### src/rtl/chan_mux_seq.sv
`default_nettype none
// ============================================================================
// Module      : chan_mux_seq
// Description : N_CH-way channel multiplexer with a one-beat registered
//               output slot and valid/ready handshake. Manual mode
//               continuously forwards the channel chosen by sel. Scan mode,
//               launched by a start pulse, emits every channel exactly once
//               in order 0..N_CH-1 and pulses done when the last beat is taken.
// Ports       : clk       - clock, rising edge
//               rst       - synchronous active-high reset
//               data_in   - flattened channels, channel k at [k*WIDTH +: WIDTH]
//               sel       - manual channel select (clamped to N_CH-1)
//               mode      - 0 manual, 1 scan (sampled in IDLE only)
//               start     - scan request (honoured in IDLE with mode=1)
//               out_data  - registered channel data
//               out_ch    - channel index of out_data
//               out_valid - output slot holds a beat
//               out_ready - downstream accepts the beat
//               busy      - scan in progress
//               done      - one-cycle pulse after the final scan beat is taken
// Revision    : 1.0 - initial release
// ============================================================================
module chan_mux_seq #(
  parameter int N_CH  = 8,
  parameter int WIDTH = 8,
  parameter int SELW  = $clog2(N_CH)
) (
  input  logic                    clk,
  input  logic                    rst,
  input  logic [N_CH*WIDTH-1:0]   data_in,
  input  logic [SELW-1:0]         sel,
  input  logic                    mode,
  input  logic                    start,
  output logic [WIDTH-1:0]        out_data,
  output logic [SELW-1:0]         out_ch,
  output logic                    out_valid,
  input  logic                    out_ready,
  output logic                    busy,
  output logic                    done
);

  localparam logic [0:0]      ST_IDLE = 1'b0;
  localparam logic [0:0]      ST_SCAN = 1'b1;
  localparam logic [SELW-1:0] LAST_CH = SELW'(N_CH - 1);

  logic [0:0]      r_state;
  logic [SELW-1:0] r_ch_cnt;
  logic            r_all_loaded;   // last channel of the scan already loaded
  logic [WIDTH-1:0] r_out_data;
  logic [SELW-1:0] r_out_ch;
  logic            r_out_valid;
  logic            r_done;

  logic [WIDTH-1:0] w_ch_data [N_CH];
  logic [SELW-1:0]  w_sel_clamped;
  logic             w_slot_free;
  logic             w_load_manual;
  logic             w_load_scan;
  logic             w_load;
  logic [SELW-1:0]  w_load_idx;
  logic             w_scan_end;

  // Unpack the flat bus so channel selection is a plain array index.
  for (genvar k = 0; k < N_CH; k++) begin : g_unpack
    assign w_ch_data[k] = data_in[k*WIDTH +: WIDTH];
  end

  // Out-of-range selects only exist when N_CH is not a power of two.
  if (N_CH == (1 << SELW)) begin : g_sel_direct
    assign w_sel_clamped = sel;
  end else begin : g_sel_clamp
    assign w_sel_clamped = (sel > LAST_CH) ? LAST_CH : sel;
  end

  always_comb begin
    w_slot_free   = !r_out_valid || out_ready;
    w_load_manual = (r_state == ST_IDLE) && !mode && w_slot_free;
    w_load_scan   = (r_state == ST_SCAN) && !r_all_loaded && w_slot_free;
    w_load        = w_load_manual || w_load_scan;
    w_load_idx    = (r_state == ST_SCAN) ? r_ch_cnt : w_sel_clamped;
    // With every channel loaded, the only beat left in the slot is the last one.
    w_scan_end    = (r_state == ST_SCAN) && r_all_loaded && r_out_valid && out_ready;
  end

  always_ff @(posedge clk) begin
    if (rst) begin
      r_state      <= ST_IDLE;
      r_ch_cnt     <= '0;
      r_all_loaded <= 1'b0;
      r_out_data   <= '0;
      r_out_ch     <= '0;
      r_out_valid  <= 1'b0;
      r_done       <= 1'b0;
    end else begin
      r_done <= 1'b0;

      if (w_load) begin
        r_out_data  <= w_ch_data[w_load_idx];
        r_out_ch    <= w_load_idx;
        r_out_valid <= 1'b1;
      end else if (out_ready) begin
        r_out_valid <= 1'b0;
      end

      case (r_state)
        ST_IDLE: begin
          if (mode && start) begin
            r_state      <= ST_SCAN;
            r_ch_cnt     <= '0;
            r_all_loaded <= 1'b0;
          end
        end
        ST_SCAN: begin
          if (w_load_scan) begin
            // Hold the counter at the last channel instead of wrapping.
            if (r_ch_cnt == LAST_CH) begin
              r_all_loaded <= 1'b1;
            end else begin
              r_ch_cnt <= r_ch_cnt + SELW'(1);
            end
          end
          if (w_scan_end) begin
            r_state      <= ST_IDLE;
            r_ch_cnt     <= '0;
            r_all_loaded <= 1'b0;
            r_done       <= 1'b1;
          end
        end
        default: begin
          r_state <= ST_IDLE;
        end
      endcase
    end
  end

  assign out_data  = r_out_data;
  assign out_ch    = r_out_ch;
  assign out_valid = r_out_valid;
  assign busy      = (r_state == ST_SCAN);
  assign done      = r_done;

endmodule
`default_nettype wire
### config.mk
export PLATFORM = sky130hd
export DESIGN_NAME = chan_mux_seq
export DESIGN_NICKNAME = d
export VERILOG_FILES = /design/src/rtl/chan_mux_seq.sv
export SDC_FILE = /design/constraint.sdc
export NUM_CORES = 1
export LEC_CHECK = 0
export ABC_CLOCK_PERIOD_IN_PS = 2200
export BUFFER_PORTS_ARGS = -buffer_cell sky130_fd_sc_hd__buf_2
export CORE_MARGIN = 1
export CORE_UTILIZATION = 35
export CTS_CLUSTER_DIAMETER = 150
export DETAILED_ROUTE_END_ITERATION = 7
export PLACE_DENSITY = 0.64
export SYNTH_ARGS = -nofsm -noshare
export SYNTH_HDL_FRONTEND = slang
export SYNTH_SLANG_ARGS = --single-unit
### constraint.sdc
create_clock -name clk -period 2.2 [get_ports clk]
set_clock_uncertainty 0.15 [all_clocks]
set_input_delay 0.33 -clock clk [delete_from_list [all_inputs] [get_ports clk]]
set_output_delay 0.33 -clock clk [all_outputs]
set_load 0.1 [all_outputs]
==> results.cfg, run 1 <==
[grt]
grt_usage_pct = 20.12
overflow = 0
antenna_found_initial = 0
grt_start_max_net_pins = 20
first_global_vias = 1533
grt_pass1_wl_mm = 7.024

[synthesis]
syn_avg_cell_area_sq_um = 8.394
yosysTopAreaCell = dfxtp_1
synth.distinct_cells = 40
synth_top_area_share_pct = 23.59
syn_nets = 256
synth_ff_type = dfxtp_1
synth.ff_latch_count = 18
syn_inst = 182
synth_area_sq_um = 1528
yosysSeqAreaShare_pct = 23.59
synth_warnings = 0
synthTopCellsByCount = nand2_1, nor2_1, a21oi_1, dfxtp_1, nand2b_1
synth_edf_count = 0
ys_async_sr_fraction_pct = 0
synthTopCellsByArea = dfxtp_1, mux4_1, a21oi_1
synth_most_common_cell = nand2_1

[clocking]
cts.clk_slew.worst_paths_ps = 70
clock-sinks = 18
postCtsSetupBuffers = 0
post_cts_resized = 0
cts_tree = built
clock_latency_ps = 250
cts_buffers = 3
htree_levels = 1
cts_hold_buf = 0
cts_buffer_depth = 2
cts_root_buf = clkbuf_8

[floorplan]
rows = 23
pin_count = 86
initial_core_util_pct = 37.39
die_area_sq_um = 4633
core_sq_um = 4086
die_height_um = 68.07
fp.dieW_um = 68.07

[worst_setup_path]
r2r_end = out_data[4]
worst_setup_path_start_kind = register
cp_top_family = multiplexers
crit_required_ps = 2180
cp_slowest_stage_delay_ps = 550
r2r_slack_ps = 210
timing.rr.start = busy
critical_path_class = reg -> reg
slowest_stage = mux4_1
r2r_cells = 5
crit_arrival_ps = 1970
path_buf_inv = 1
crit_path_end_kind = register
cp_max_fo = 5
crit_chain = mux2i_4 -> buf_4 -> mux4_1 -> nor2_1 -> o32ai_2

[power_and_ir_drop]
power_leakage_nw = 0.9722
vdd_drop_max_mv = 0.3765
power_density_nw_per_um2 = 574.6
p_total_mw = 1.181

[timing]
hold_viol_final = 0
tns_ps = 0
fmax_ghz = 0.5018
min_period_ps = 1993
worst_slew_pin_slew_ps = 761.3
setup_viol = 0
setup_slack_ps = 207.2
finalMaxSlewViolations = 0
rsz0062_at_grt = false
period_share_pct = 90.58
slew_headroom_pct = 49.14

[min_path]
hp-class = in -> reg
hp-start = out_ready
hold_depth = 3
hold_end = busy

[detailed_routing]
ant_nets = 0
wl_per_cell_um = 14.33
firstDrtPassIters = 4
avgViaCountPerCell = 5.440
wl_mm = 4.527
drc = 0
drt_iter0_drc = 77
vias = 1719

[final_layout]
area_growth_syn_to_layout_pct = 34.56
diodes = 0
finalNetCount = 341
final-seq-area_sq_um = 364.1
drive_gt1_share_pct = 41.35
fillers = 406
multiInputGateArea_sq_um = 1070
final_util_pct = 50.31

[run_status]
status = completed

[place]
port_buffers = 85
dp_hpwl_mm = 3.563
post-place-ws_ps = 176.1
gp_congestion = 0.8045

[job]
maxCapViolations = 0
where the power goes:
group	total (mW)	switching [mW]	internal, mW
Sequential	0.369	0.0164	0.353
Combinational	0.537	0.353	0.184
Clock	0.275	0.116	0.159
worst min-delay path, delay by kind of cell:
| kind | cells | cell delay, ps |
|---|---|---|
| AND/OR/NAND/NOR | 2 | 200 |
| buffers and inverters | 1 | 90 |
cells in the final DEF (no fill, tap or decap), types with 2 or more instances in the layout:
cell type	instances
o32ai_2	3
a221oi_1	4
o21ai_0	5
and3_1	2
nor2b_1	10
a31oi_1	2
nand2b_1	11
mux4_1	7
nor3_1	3
buf_2	85
a22oi_1	6
ha_1	2
buf_4	9
o22ai_1	4
nand3_1	3
clkbuf_8	4
dfxtp_1	17
a211oi_1	3
a21oi_1	18
o311a_1	3
o32ai_1	5
mux2_2	3
inv_1	3
nand2_1	22
nor2_1	20
worst max path at each step:
stage / startpoint / end / slack, ps / depth (start not counted)
6_report: busy / out_data[4] / 210 / 5
5_1_grt: busy / out_data[6] / 40 / 6
4_1_cts: busy / out_data[6] / 170 / 5
3_5_place_dp: sel[0] / out_data[7] / 180 / 5
3_3_place_gp: sel[1] / out_data[5] / 210 / 6
2_1_floorplan: busy / out_data[5] / 10 / 6
cell families (layout without fill, tap and decap cells):
logic type | Yosys count | count (layout) | synth area share [%]
AOI/OAI and AO/OA | 56 | 56 | 26.37
adders and majority gates | 2 | 2 | 1.638
buffers and inverters | 17 | 101 | 6.387
DFF | 18 | 18 | 23.59
muxes | 13 | 13 | 17.85
and+or+nand+nor | 76 | 76 | 24.16
metal layers:
layer  routed length (um)  up-vias  track usage (%)
met2                 2143       82            33.33
li1                     -      850                -
met3                  364        8            2.000
met5                    0        -                0
met1                 1943      779            27.73
met4                   76        0            4.948
area by class of cell:
cell class,instances,area share (%)
timing repair buffer,94,23.98
multi-input combinational,147,52.04
tap,50,3.043
sequential,18,17.71
inverter,3,0.5478
clock buffer,4,2.678
stage by stage:
step	cell area [sq um]	hold slack, ps	std cells
global placement	1971	326.6	308
finish	2056	249.3	316
floorplan	1531	360.3	182
global route	2056	254.1	316
detailed placement	1971	330.0	308
CTS	2026	245.0	312
sequential cells by signal, summed over array words and instances (netlist names):
name,count
out_ch,3
done,1
busy,1
r_all_loaded,1
out_valid,1
r_ch_cnt,3
out_data,8
No activity file was read; power rests on OpenSTA's default activity.
==> run 2: changes to the inputs <==
==> constraint.sdc (replaced) <==
create_clock -name clk -period 2.2 [get_ports clk]
set_clock_uncertainty 0.15 [all_clocks]
set_input_delay 0.22 -clock clk [delete_from_list [all_inputs] [get_ports clk]]
set_output_delay 0.22 -clock clk [all_outputs]
set_load 0.1 [all_outputs]
==> results.cfg, run 2 (same netlist as run 1, synthesis figures left out) <==
[timing]
hold_viol_final = 0
period_share_pct = 92.19
finalMaxSlewViolations = 0
slew_headroom_pct = 52.30
whs_ps = 148.6
worst_slew_pin_slew_ps = 714.1
fmax_ghz = 0.4931
min_period_ps = 2028
setup_viol = 0
tns_ps = 0
rsz0062_at_grt = false

[worst_setup_path]
crit_end = out_data[4]
worst_setup_path_start_kind = register
crit_required_ps = 2180
critical_path_class = reg -> reg
timing.rr.start = busy
crit_arrival_ps = 2010
r2r_slack_ps = 170
r2r_end = out_data[4]
crit_start = busy
cp_max_fo = 10
crit_path_end_kind = register
r2r_cells = 4

[clocking]
htree_levels = 1
clock_latency_ps = 250
cts_hold_buf = 0
cts.clk_slew.worst_paths_ps = 70
postCtsSetupBuffers = 0
cts_buffer_depth = 2
cts_tree = built
post_cts_resized = 0
clock-sinks = 18
cts_root_buf = clkbuf_8
cts_buffers = 3

[final_layout]
area_growth_syn_to_layout_pct = 32.60
final_util_pct = 49.57
multiInputGateArea_sq_um = 1070
layout.cells.most_common = buf_2
diodes = 0
finalNetCount = 337
final-seq-area_sq_um = 364.1
drive_gt1_share_pct = 40.46
layout_common_cells = buf_2, nand2_1, nor2_1
fillers = 425
largest_reg_flops = 8
design_area_sq_um = 2026

[grt]
grt_start_max_net_pins = 20
first_global_vias = 1584
overflow = 0
grt_pass1_wl_mm = 7.238
grt_usage_pct = 20.67
antenna_found_initial = 0

[detailed_routing]
met2WireLength_mm = 2.065
wl_met3_um = 314
firstDrtPassIters = 4
drt_iter0_drc = 75
drc = 0
vias = 1681
ant_nets = 0
wl_per_cell_um = 14.38
top_layer = met4
wl_met1_mm = 2.029
wl_mm = 4.487
avgViaCountPerCell = 5.388

[power_and_ir_drop]
vdd_drop_max_mv = 0.2863
power_leakage_nw = 0.9533
clkPwrFrac_pct = 23.4
power_density_nw_per_um2 = 576.4
combPwrFrac_pct = 44.9
seqPwrFrac_pct = 31.7
swShare_pct = 41.10
internal_power_mw = 0.6878
power.switching_mw = 0.4799

[place]
dp_hpwl_mm = 3.570
port_buffers = 85
place_area_sq_um = 1971
gp_congestion = 0.8036

[floorplan]
die_height_um = 68.07
fp.dieW_um = 68.07
rows = 23
initial_core_util_pct = 37.39
die_area_sq_um = 4633
core_sq_um = 4086
pin_count = 86

[run_status]
status = completed

[min_path]
hp-class = in -> reg

[job]
maxCapViolations = 0
==> run 2: cell count changes in the layout (fill, tap and decap cells not counted), sizes merged <==
| cell | previous run | this run |
|---|---|---|
| buf | 94 | 90 |
==> run 2: worst min-delay path by stage <==
stage | from | to | slack (ps) | cells past startpoint
floorplan | out_ready | busy | 290 | 2
global placement | out_data[1] | out_data[1] | 330 | 2
detailed placement | out_data[0] | out_data[0] | 330 | 2
CTS | mode | out_valid | 150 | 3
global route | mode | out_valid | 190 | 3
finish | mode | out_valid | 150 | 3
==> run 2: through the flow <==
| stage | std cells | setup WS [ps] | power [mW] |
|---|---|---|---|
| finish | 312 | 171.9 | 1.168 |
| global route | 312 | 95.66 | 1.229 |
| CTS | 312 | 178.7 | 1.171 |
| detailed placement | 308 | 185.1 | 0.9022 |
| global placement | 308 | 232.2 | 0.9010 |
| floorplan | 182 | 14.61 | 0.7723 |
==> run 2: metal layers <==
metal | up-vias | GRT usage [%]
met5 | - | 0
met1 | 751 | 28.40
li1 | 843 | -
met2 | 78 | 32.72
met3 | 9 | 3.167
met4 | 0 | 7.031
==> run 2: power by group through the flow <==
stage	Sequential (mW)	Clock (mW)	Combinational (mW)
after global routing	0.374	0.291	0.564
after detailed placement	0.377	0	0.525
after global placement	0.378	0	0.523
after floorplan	0.557	0	0.215
after CTS	0.371	0.275	0.526
final	0.370	0.273	0.524
==> run 2: final cells by class <==
type | count | share of cell area, %
repair buffers | 90 | 22.85
clock buffers | 4 | 2.718
well taps | 50 | 3.088
inverters | 3 | 0.5559
multi-input cells | 147 | 52.81
flip-flops and latches | 18 | 17.97
==> run 2: critical path: stages, from the launching register on <==
cell	delay, ps
dfxtp_4	390
mux2i_4	480
mux4_1	630
nor2_1	140
o32ai_2	100
